[src/rtl/alu_arbiter_pkg.sv]
// Shared ALU definitions: data width, operation encoding and the request bundle
// used by every block that arbitrates access to the single ALU.
package alu_arbiter_pkg;

    localparam int XLEN            = 32;
    localparam int ALU_ARB_NUM_REQ = 2;

    typedef enum logic [3:0] {
        ALU_NOP,
        ALU_ADD,
        ALU_SUB,
        ALU_AND,
        ALU_OR,
        ALU_XOR,
        ALU_SLL,
        ALU_SRL
    } op_alu_e;

    typedef struct packed {
        logic [XLEN-1:0] in1;
        logic [XLEN-1:0] in2;
        logic [XLEN-1:0] pc;
        op_alu_e         op;
    } alu_req_t;

    // Occupancy of the one-entry response buffer.
    typedef enum logic {
        EMPTY,
        FULL
    } rsp_state_e;

endpackage

[src/rtl/alu_arbiter_rr.sv]
// Combinational round-robin picker: grants the first set request found
// searching upward from last_grant+1, wrapping modulo N.
module rr_arbiter #(
    parameter int N  = 2,
    parameter int IW = $clog2(N)
) (
    input  logic [N-1:0]  req,
    input  logic [IW-1:0] last_grant,
    input  logic          enable,
    output logic [N-1:0]  grant,
    output logic [IW-1:0] grant_idx,
    output logic          any_grant
);

    logic [IW-1:0] idx;

    always_comb begin
        grant     = '0;
        grant_idx = '0;
        any_grant = 1'b0;
        idx       = '0;
        if (enable) begin
            // k = N revisits last_grant itself, so a lone requester is never skipped.
            for (int k = 1; k <= N; k++) begin
                idx = IW'((32'(last_grant) + 32'(k)) % N);
                if (!any_grant && req[idx]) begin
                    grant[idx] = 1'b1;
                    grant_idx  = idx;
                    any_grant  = 1'b1;
                end
            end
        end
    end

endmodule

[src/rtl/alu_arbiter.sv]
// Shares one combinational ALU between NUM_REQ valid/ready requesters and
// registers each result, tagged with its requester id, in a one-entry buffer.
module alu_arbiter
    import alu_arbiter_pkg::*;
#(
    parameter int NUM_REQ = ALU_ARB_NUM_REQ,
    parameter int ID_W    = $clog2(NUM_REQ)
) (
    input  logic                clk_i,
    input  logic                rst_i,
    input  logic [NUM_REQ-1:0]  req_valid_i,
    output logic [NUM_REQ-1:0]  req_ready_o,
    input  logic [XLEN-1:0]     req_in1_i [NUM_REQ],
    input  logic [XLEN-1:0]     req_in2_i [NUM_REQ],
    input  logic [XLEN-1:0]     req_pc_i  [NUM_REQ],
    input  op_alu_e             req_op_i  [NUM_REQ],
    output logic [XLEN-1:0]     alu_in1_o,
    output logic [XLEN-1:0]     alu_in2_o,
    output logic [XLEN-1:0]     alu_pc_o,
    output op_alu_e             alu_op_o,
    input  logic [XLEN-1:0]     alu_out_i,
    input  logic [31:0]         alu_pc_inc_i,
    output logic                rsp_valid_o,
    input  logic                rsp_ready_i,
    output logic [ID_W-1:0]     rsp_id_o,
    output logic [XLEN-1:0]     rsp_out_o,
    output logic [31:0]         rsp_pc_inc_o
);

    alu_req_t         req [NUM_REQ];
    alu_req_t         granted;
    rsp_state_e       state_reg;
    logic [ID_W-1:0]  last_grant_reg;
    logic [ID_W-1:0]  rsp_id_reg;
    logic [XLEN-1:0]  rsp_out_reg;
    logic [31:0]      rsp_pc_inc_reg;
    logic             can_accept;
    logic             arb_enable;
    logic [NUM_REQ-1:0] grant;
    logic [ID_W-1:0]  grant_idx;
    logic             any_grant;

    generate
        for (genvar gi = 0; gi < NUM_REQ; gi++) begin : g_req
            assign req[gi] = {req_in1_i[gi], req_in2_i[gi], req_pc_i[gi], req_op_i[gi]};
        end
    endgenerate

    // The buffer slot frees this edge if the consumer takes the current response.
    assign can_accept = (state_reg == EMPTY) || rsp_ready_i;
    assign arb_enable = can_accept && !rst_i;

    rr_arbiter #(
        .N  (NUM_REQ),
        .IW (ID_W)
    ) u_rr (
        .req        (req_valid_i),
        .last_grant (last_grant_reg),
        .enable     (arb_enable),
        .grant      (grant),
        .grant_idx  (grant_idx),
        .any_grant  (any_grant)
    );

    assign req_ready_o = grant;

    always_comb begin
        granted   = '0;
        alu_in1_o = '0;
        alu_in2_o = '0;
        alu_pc_o  = '0;
        alu_op_o  = ALU_NOP;
        if (any_grant) begin
            granted   = req[grant_idx];
            alu_in1_o = granted.in1;
            alu_in2_o = granted.in2;
            alu_pc_o  = granted.pc;
            alu_op_o  = granted.op;
        end
    end

    always_ff @(posedge clk_i) begin
        if (rst_i) begin
            state_reg      <= EMPTY;
            last_grant_reg <= ID_W'(NUM_REQ - 1);
            rsp_id_reg     <= '0;
            rsp_out_reg    <= '0;
            rsp_pc_inc_reg <= '0;
        end else if (any_grant) begin
            state_reg      <= FULL;
            last_grant_reg <= grant_idx;
            rsp_id_reg     <= grant_idx;
            rsp_out_reg    <= alu_out_i;
            rsp_pc_inc_reg <= alu_pc_inc_i;
        end else if (state_reg == FULL && rsp_ready_i) begin
            state_reg <= EMPTY;
        end
    end

    assign rsp_valid_o  = (state_reg == FULL);
    assign rsp_id_o     = rsp_id_reg;
    assign rsp_out_o    = rsp_out_reg;
    assign rsp_pc_inc_o = rsp_pc_inc_reg;

endmodule

[config.mk]
export PLATFORM = sky130hd
export DESIGN_NAME = alu_arbiter
export DESIGN_NICKNAME = d
export VERILOG_FILES = /design/src/rtl/alu_arbiter_pkg.sv /design/src/rtl/alu_arbiter_rr.sv /design/src/rtl/alu_arbiter.sv
export SDC_FILE = /design/constraint.sdc
export NUM_CORES = 1
export LEC_CHECK = 0
export CORE_AREA = 10 10 163 165
export DETAILED_ROUTE_END_ITERATION = 10
export DIE_AREA = 0 0 173 175
export SETUP_SLACK_MARGIN = 0.05
export SLEW_MARGIN = 40
export SYNTH_ARGS = -nofsm -noshare
export SYNTH_HDL_FRONTEND = slang
export SYNTH_SLANG_ARGS = --single-unit
[constraint.sdc]
create_clock -name clk_i -period 1.32 [get_ports clk_i]
set_input_delay 0.132 -clock clk_i [delete_from_list [all_inputs] [get_ports clk_i]]
set_output_delay 0.132 -clock clk_i [all_outputs]
set_load 0.03 [all_outputs]
======== Yosys cells after proc, flatten, opt, wreduce, memory -nomap -nowiden ========
Cells that the tools add are included.
operators by class
  add/subtract/negate cells ............... 2
  magnitude comparators ................... 5
  muxes and demuxes ....................... 28
  bitwise operators ....................... 3
  reduce and logical (&&, ||, !) cells .... 9
operators with widths
  operator                                            number
  two-way mux 100 bit                                 3
  two-way mux 32 bit                                  3
  two-way mux 1 bit                                   15
  two-way mux 2 bit                                   4
  logical AND 1 bit                                   5
  < comparator 1 x 2 -> 1 bit, second input constant  2
  two-way mux 4 bit                                   1
  adder 1 bit, second input constant                  2
  demux 1 bit (select 1 bit)                          2
  >= comparator 1 bit, second input constant          2
  >= comparator 2 bit, second input constant          1
  logical NOT 1 bit                                   2
  inverter 1 -> 2 bit                                 1
  bitwise OR 2 bit                                    1
  nonzero test 2 bit                                  1
  logical OR 1 bit                                    1
  inverter 1 bit                                      1
word-level totals
  register bits after elaboration ......... 67
  input bits .............................. 269
  output and inout port bits .............. 168
  logic and storage cells ................. 52

======== Logic depth before layout (Yosys ltp) ========
  depth after elaboration ................. 14
  gate-level depth with buffers ........... 6
  mapped depth without buffers ............ 3

======== Hierarchy ========
A second synthesis with hierarchy kept.
second synthesis, totals
  cell total of the unflattened synthesis .. 449
  area, all modules ....................... 4076.4 um^2
by module, submodules not included
  module       times used  cells each  area an instance (um^2)  sequential area each (um^2)
  alu_arbiter  1           442         4042.6                   1341.3
  rr_arbiter   1           7           33.8                     0.0

======== Least setup slack after synthesis ========
No wires, ideal clock.
  kind .................................... reg2out
  from .................................... register state_reg, in the netlist rsp_valid_o
  to ...................................... output port alu_in2_o[19]
  arrival ................................. 1.523 ns
  required time ........................... 1.188 ns
  setup slack ............................. -0.335 ns
  stages on the path, launching flop included .. 7
  buffers on the path ..................... 3
  cells stage by stage .................... dfxtp_1 -> nor2b_1 -> nor3_2 -> buf_4 -> buf_6 -> buf_6 -> o221a_1
between the ends
  word-level cells in the longest chain between the ends .. 9
  elaborated cells between the ends (all ways) .. 10
  those cells by class .................... 6 x mux; 2 x bitwise; 2 x reduce/logical
RTL lines
  element                                                  RTL line              source
  start, declared                                          alu_arbiter.sv:32     rsp_state_e state_reg;
  start signal, assigned                                   alu_arbiter.sv:84     state_reg <= EMPTY;
  start signal, assigned                                   alu_arbiter.sv:90     state_reg <= FULL;
  start signal, assigned                                   alu_arbiter.sv:96     state_reg <= EMPTY;
  inverter 1 bit (*)                                       alu_arbiter.sv:50     assign can_accept = (state_reg == EMPTY) || rsp_ready_i;
  logical OR 1 bit (*)                                     alu_arbiter.sv:50
  logical AND 1 bit (*)                                    alu_arbiter.sv:51     assign arb_enable = can_accept && !rst_i;
  two-way mux 1 bit                                        alu_arbiter_rr.sv:22  if (enable) begin
  inverter 1 -> 2 bit (not written as such)                alu_arbiter.sv:74     granted = req[grant_idx];
  two-way mux 100 bit (not written as such) (3 in series)  alu_arbiter.sv:74
  two-way mux 32 bit (*)                                   alu_arbiter.sv:73     if (any_grant) begin
  end, declared                                            alu_arbiter.sv:18     output logic [XLEN-1:0] alu_in2_o,
Mark *: on every way between the ends. The rest lies on a longest branch, timed or not. The select of a mux whose other input is x is not followed.

======== Worst setup path in the final report ========
  from .................................... register last_grant_reg
  to ...................................... output port alu_pc_o[16]
between the ends
  word-level cells in the longest chain between the ends .. 14
  elaborated cells between the ends (all ways) .. 20
  those cells by class .................... 2 x add/sub; 15 x mux; 1 x bitwise; 2 x reduce/logical
RTL lines
  element                                                  RTL line              source
  start, declared                                          alu_arbiter.sv:33     logic [ID_W-1:0] last_grant_reg;
  start signal, assigned                                   alu_arbiter.sv:85     last_grant_reg <= ID_W'(NUM_REQ - 1);
  start signal, assigned                                   alu_arbiter.sv:91     last_grant_reg <= grant_idx;
  adder 1 bit                                              alu_arbiter_rr.sv:25  idx = IW'((32'(last_grant) + 32'(k)) % N);
  two-way mux 1 bit (not written as such) (2 in series)    alu_arbiter_rr.sv:26  if (!any_grant && req[idx]) begin
  two-way mux 1 bit                                        alu_arbiter_rr.sv:26
  two-way mux 1 bit                                        alu_arbiter_rr.sv:22
  logical NOT 1 bit                                        alu_arbiter_rr.sv:26
  logical AND 1 bit                                        alu_arbiter_rr.sv:26
  two-way mux 1 bit                                        alu_arbiter_rr.sv:26
  two-way mux 1 bit                                        alu_arbiter_rr.sv:22
  inverter 1 -> 2 bit (not written as such)                alu_arbiter.sv:74
  two-way mux 100 bit (not written as such) (3 in series)  alu_arbiter.sv:74
  two-way mux 32 bit (*)                                   alu_arbiter.sv:73
  end, declared                                            alu_arbiter.sv:19     output logic [XLEN-1:0] alu_pc_o,
Marks and branches as above.

==> impl_metrics.xml <==
<?xml version="1.0" encoding="UTF-8"?>
<metrics>
  <group name="global_route">
    <metric name="grt.overflow.total" unit="">0</metric>
    <metric name="pin_count_of_the_biggest_net_entering_global_routing" unit="">58</metric>
    <metric name="antenna_found_initial" unit="">5</metric>
    <metric name="grtUsageTotal" unit="%">16.7</metric>
    <metric name="grt_first_pass_wirelength" unit="mm">38.5</metric>
    <metric name="via_count_of_the_first_global_routing_pass" unit="">5338</metric>
  </group>
  <group name="drt">
    <metric name="wl_met3" unit="mm">2.34</metric>
    <metric name="ant_nets" unit="">0</metric>
    <metric name="drc" unit="">0</metric>
    <metric name="route.detailed.wl_per_inst" unit="um">24.3</metric>
    <metric name="highest-signal-layer" unit="">met4</metric>
    <metric name="drt_first_iter_violations" unit="">214</metric>
    <metric name="routed_via_density" unit="">4.42</metric>
    <metric name="vias" unit="">5037</metric>
    <metric name="detail_route.first_pass.iterations" unit="">4</metric>
    <metric name="m1WireLength" unit="mm">10.8</metric>
    <metric name="route.final.wire_length" unit="mm">27.7</metric>
    <metric name="detailed_routed_wire_length_on_met2" unit="mm">13.9</metric>
  </group>
  <group name="pwr">
    <metric name="internal_power" unit="mW">6.14</metric>
    <metric name="power.combinational.fraction" unit="%">47.6</metric>
    <metric name="p_seq_share" unit="%">25.3</metric>
    <metric name="power.density_cell_area" unit="mW/mm^2">844</metric>
    <metric name="peakVddDrop" unit="mV">0.895</metric>
    <metric name="clkPwrFrac" unit="%">27.0</metric>
    <metric name="fin_total_pwr" unit="mW">9.09</metric>
    <metric name="fraction_of_power_spent_switching_nets" unit="%">32.4</metric>
    <metric name="power.net_switching" unit="mW">2.95</metric>
    <metric name="power.static_leakage" unit="nW">5.23</metric>
  </group>
  <group name="placed_design">
    <metric name="post-dp-hpwl" unit="mm">21.9</metric>
    <metric name="io_buffers" unit="">436</metric>
    <metric name="place.gp.congestion" unit="">0.892</metric>
  </group>
  <group name="worst_hold_path">
    <metric name="hp-start" unit="">rst_i</metric>
    <metric name="min_path_type" unit="">in -&gt; reg</metric>
    <metric name="worst_hold_path_stage_count" unit="">3</metric>
    <metric name="timing.hold.worst_endpoint" unit="">rsp_valid_o</metric>
  </group>
  <group name="worst_setup_path">
    <metric name="rr_endpoint" unit="">rsp_out_o[22]</metric>
    <metric name="worst_r2r_path_depth" unit="">7</metric>
    <metric name="critical_path_peak_fanout" unit="">7</metric>
    <metric name="slowest_stage" unit="">dfxtp_2</metric>
    <metric name="worst_r2r_startpoint" unit="">rsp_valid_o</metric>
    <metric name="timing.critical_path.to_type" unit="">output port</metric>
    <metric name="crit_type" unit="">reg -&gt; out</metric>
    <metric name="critical_path.cell_chain" unit="">a21boi_4, nand3_4, clkbuf_16, clkbuf_16, o221a_4, buf_6</metric>
    <metric name="start_kind" unit="">flip-flop</metric>
    <metric name="cp.arrival" unit="ps">1760</metric>
    <metric name="worst-r2r-setup-slack" unit="ps">-360</metric>
    <metric name="critPathRequiredTime" unit="ps">1190</metric>
    <metric name="cpMostUsedCell" unit="">clkbuf_16</metric>
    <metric name="critPathBufInv" unit="">3</metric>
    <metric name="crit_family" unit="">buffers and inverters</metric>
    <metric name="worst_path_largest_cell_delay" unit="ps">330</metric>
    <metric name="critical_path.startpoint" unit="">last_grant_reg</metric>
  </group>
  <group name="sta">
    <metric name="actual_slew_at_the_worst_max_slew_pin" unit="ps">419</metric>
    <metric name="slew_headroom" unit="%">72.0</metric>
    <metric name="setup_viol" unit="">168</metric>
    <metric name="fin_worst_skew" unit="ps">5.47</metric>
    <metric name="setup_ws" unit="ps">-569</metric>
    <metric name="finalCriticalPeriod" unit="ps">1890</metric>
    <metric name="timing.final.hold_violations" unit="">0</metric>
    <metric name="grt_setup_unrepaired" unit="">yes</metric>
    <metric name="achievable-frequency" unit="MHz">529</metric>
    <metric name="period_share" unit="%">143</metric>
    <metric name="slew_viol_final" unit="">0</metric>
    <metric name="timing.setup.tns" unit="ps">-68910</metric>
  </group>
  <group name="final_layout">
    <metric name="layout-drive-gt1-share" unit="%">42.0</metric>
    <metric name="layout.cells.most_common_list" unit="">clkdlybuf4s50_1 (265), o221a_4 (89), buf_6 (88), dfxtp_1 (65)</metric>
    <metric name="nets" unit="">1080</metric>
    <metric name="regArea" unit="mm^2">0.00135</metric>
    <metric name="layout.cells.most_common" unit="">clkdlybuf4s50_1</metric>
    <metric name="filler_cell_count" unit="">2157</metric>
    <metric name="multi_input_area" unit="mm^2">0.00317</metric>
    <metric name="layout_overhead_on_the_synthesized_area" unit="%">174</metric>
  </group>
  <group name="clock_network">
    <metric name="number_of_buffers_added_by_the_clock_tree_synthesis_step" unit="">9</metric>
    <metric name="cts_hold_buf" unit="">0</metric>
    <metric name="tritoncts_num_sinks" unit="">67</metric>
    <metric name="clk_latency" unit="ps">330</metric>
    <metric name="clk_root_buffer_cell" unit="">clkbuf_16</metric>
    <metric name="clk_pin_slew_worst_paths" unit="ps">50</metric>
    <metric name="cts_tree" unit="">done</metric>
    <metric name="buffer_depth_of_the_longest_clock_path" unit="">2</metric>
    <metric name="htree_num_levels" unit="">3</metric>
  </group>
  <group name="synth">
    <metric name="ys_seq_elements" unit="">67</metric>
    <metric name="postSynthNetCount" unit="">627</metric>
    <metric name="avgSynthCellArea" unit="um^2">11.0</metric>
    <metric name="seq_area_frac_synth" unit="%">34.1</metric>
    <metric name="synth-warning-count" unit="">0</metric>
    <metric name="synth_cells" unit="">358</metric>
    <metric name="synth.lib_cells_used.distinct" unit="">22</metric>
    <metric name="syn-cell-area" unit="mm^2">0.00394</metric>
  </group>
  <group name="outcome">
    <metric name="failed_checks" unit="">negative setup slack</metric>
    <metric name="status" unit="">finished, violations left</metric>
  </group>
  <group name="job">
    <metric name="max_cap_violations" unit="">0</metric>
  </group>
  <group name="die">
    <metric name="ios" unit="">437</metric>
    <metric name="starting_utilization_of_the_core_area" unit="%">16.9</metric>
    <metric name="placeableCoreArea" unit="mm^2">0.0233</metric>
    <metric name="die_x" unit="um">173</metric>
    <metric name="fp.dieH" unit="um">175</metric>
    <metric name="floorplan.rows" unit="">56</metric>
    <metric name="die-area" unit="mm^2">0.0303</metric>
  </group>
</metrics>
==> metal layers <==
layer	vias up	track usage (%)
li1	2341	-
met5	-	0
met1	2407	18.6
met3	31	6.42
met4	0	4.38
met2	258	29.1
==> cell type report <==
cell class	instances	share of cell area, %
Clock inverter	4	0.441
Multi-Input combinational cell	241	29.4
Antenna cell	5	0.116
Inverter	3	0.104
Timing Repair Buffer	489	51.4
Clock buffer	12	2.39
Tap cell	319	3.70
Sequential cell	67	12.5
==> power groups by stage <==
stage,Clock (mW),Combinational [mW],Sequential [mW]
2_1_floorplan,0,1.59,2.72
5_1_grt,2.64,4.53,2.33
4_1_cts,2.55,4.23,2.31
6_report,2.46,4.33,2.30
3_5_place_dp,0,3.94,2.35
3_3_place_gp,0,3.93,2.34
==> worst min-delay path, stage by stage <==
cell and delay [ps]:
buf_2 160, buf_4 130, a21oi_1 30
==> synthesized netlist by cell type (all sizes together) <==
master  instances  area share, %
o21ai           2           0.25
nand3           1           0.13
nor2b          65             10
nand2           1          0.095
nor2            2           0.19
a21oi           1           0.13
a21boi          1           0.19
o211ai          1           0.19
o221a         100             29
inv             3           0.29
clkbuf         12            1.1
buf            35            5.6
mux2           64             18
dfxtp          67             34
nor3            2           0.38
nand2b          1           0.16
==> how the worst max path moves through the flow <==
stage	to	slack, ps	cells after the start
2_1_floorplan	alu_in2_o[10]	-150	6
3_3_place_gp	alu_pc_o[19]	-620	7
3_5_place_dp	alu_pc_o[19]	-650	7
4_1_cts	alu_in2_o[28]	-590	6
5_1_grt	alu_in1_o[30]	-630	6
6_report	alu_pc_o[16]	-570	6
==> what timing repair did <==
action                                  4_1_cts  5_1_grt
cloned                                        4        8
setup buffers                                 5        4
gates resized for setup                      93      104
endpoints found under the setup margin      230      231
pin swaps                                     9       45
==> per-stage QoR <==
step	hold WS (ps)	std cells	util [%]	worst slack, ps	area, um^2
2_1_floorplan	260	358	-	-147	4640
3_3_place_gp	487	1098	40.2	-618	9360
3_5_place_dp	489	1098	40.2	-645	9360
4_1_cts	140	1123	43.9	-586	10200
5_1_grt	168	1140	46.3	-629	10800
6_report	159	1140	46.3	-569	10800
==> kinds of logic (layout without fill, tap and decap cells) <==
kind of cell	Yosys count	count (layout)	share of synthesized area, %
and+or+nand+nor	72	72	11.3
other	0	5	0
muxes	64	64	18.3
AOI/OAI and AO/OA	105	105	29.4
DFF	67	67	34.1
buffers and inverters	50	508	7.02
Note: power is estimated with default switching activity, not from simulation.
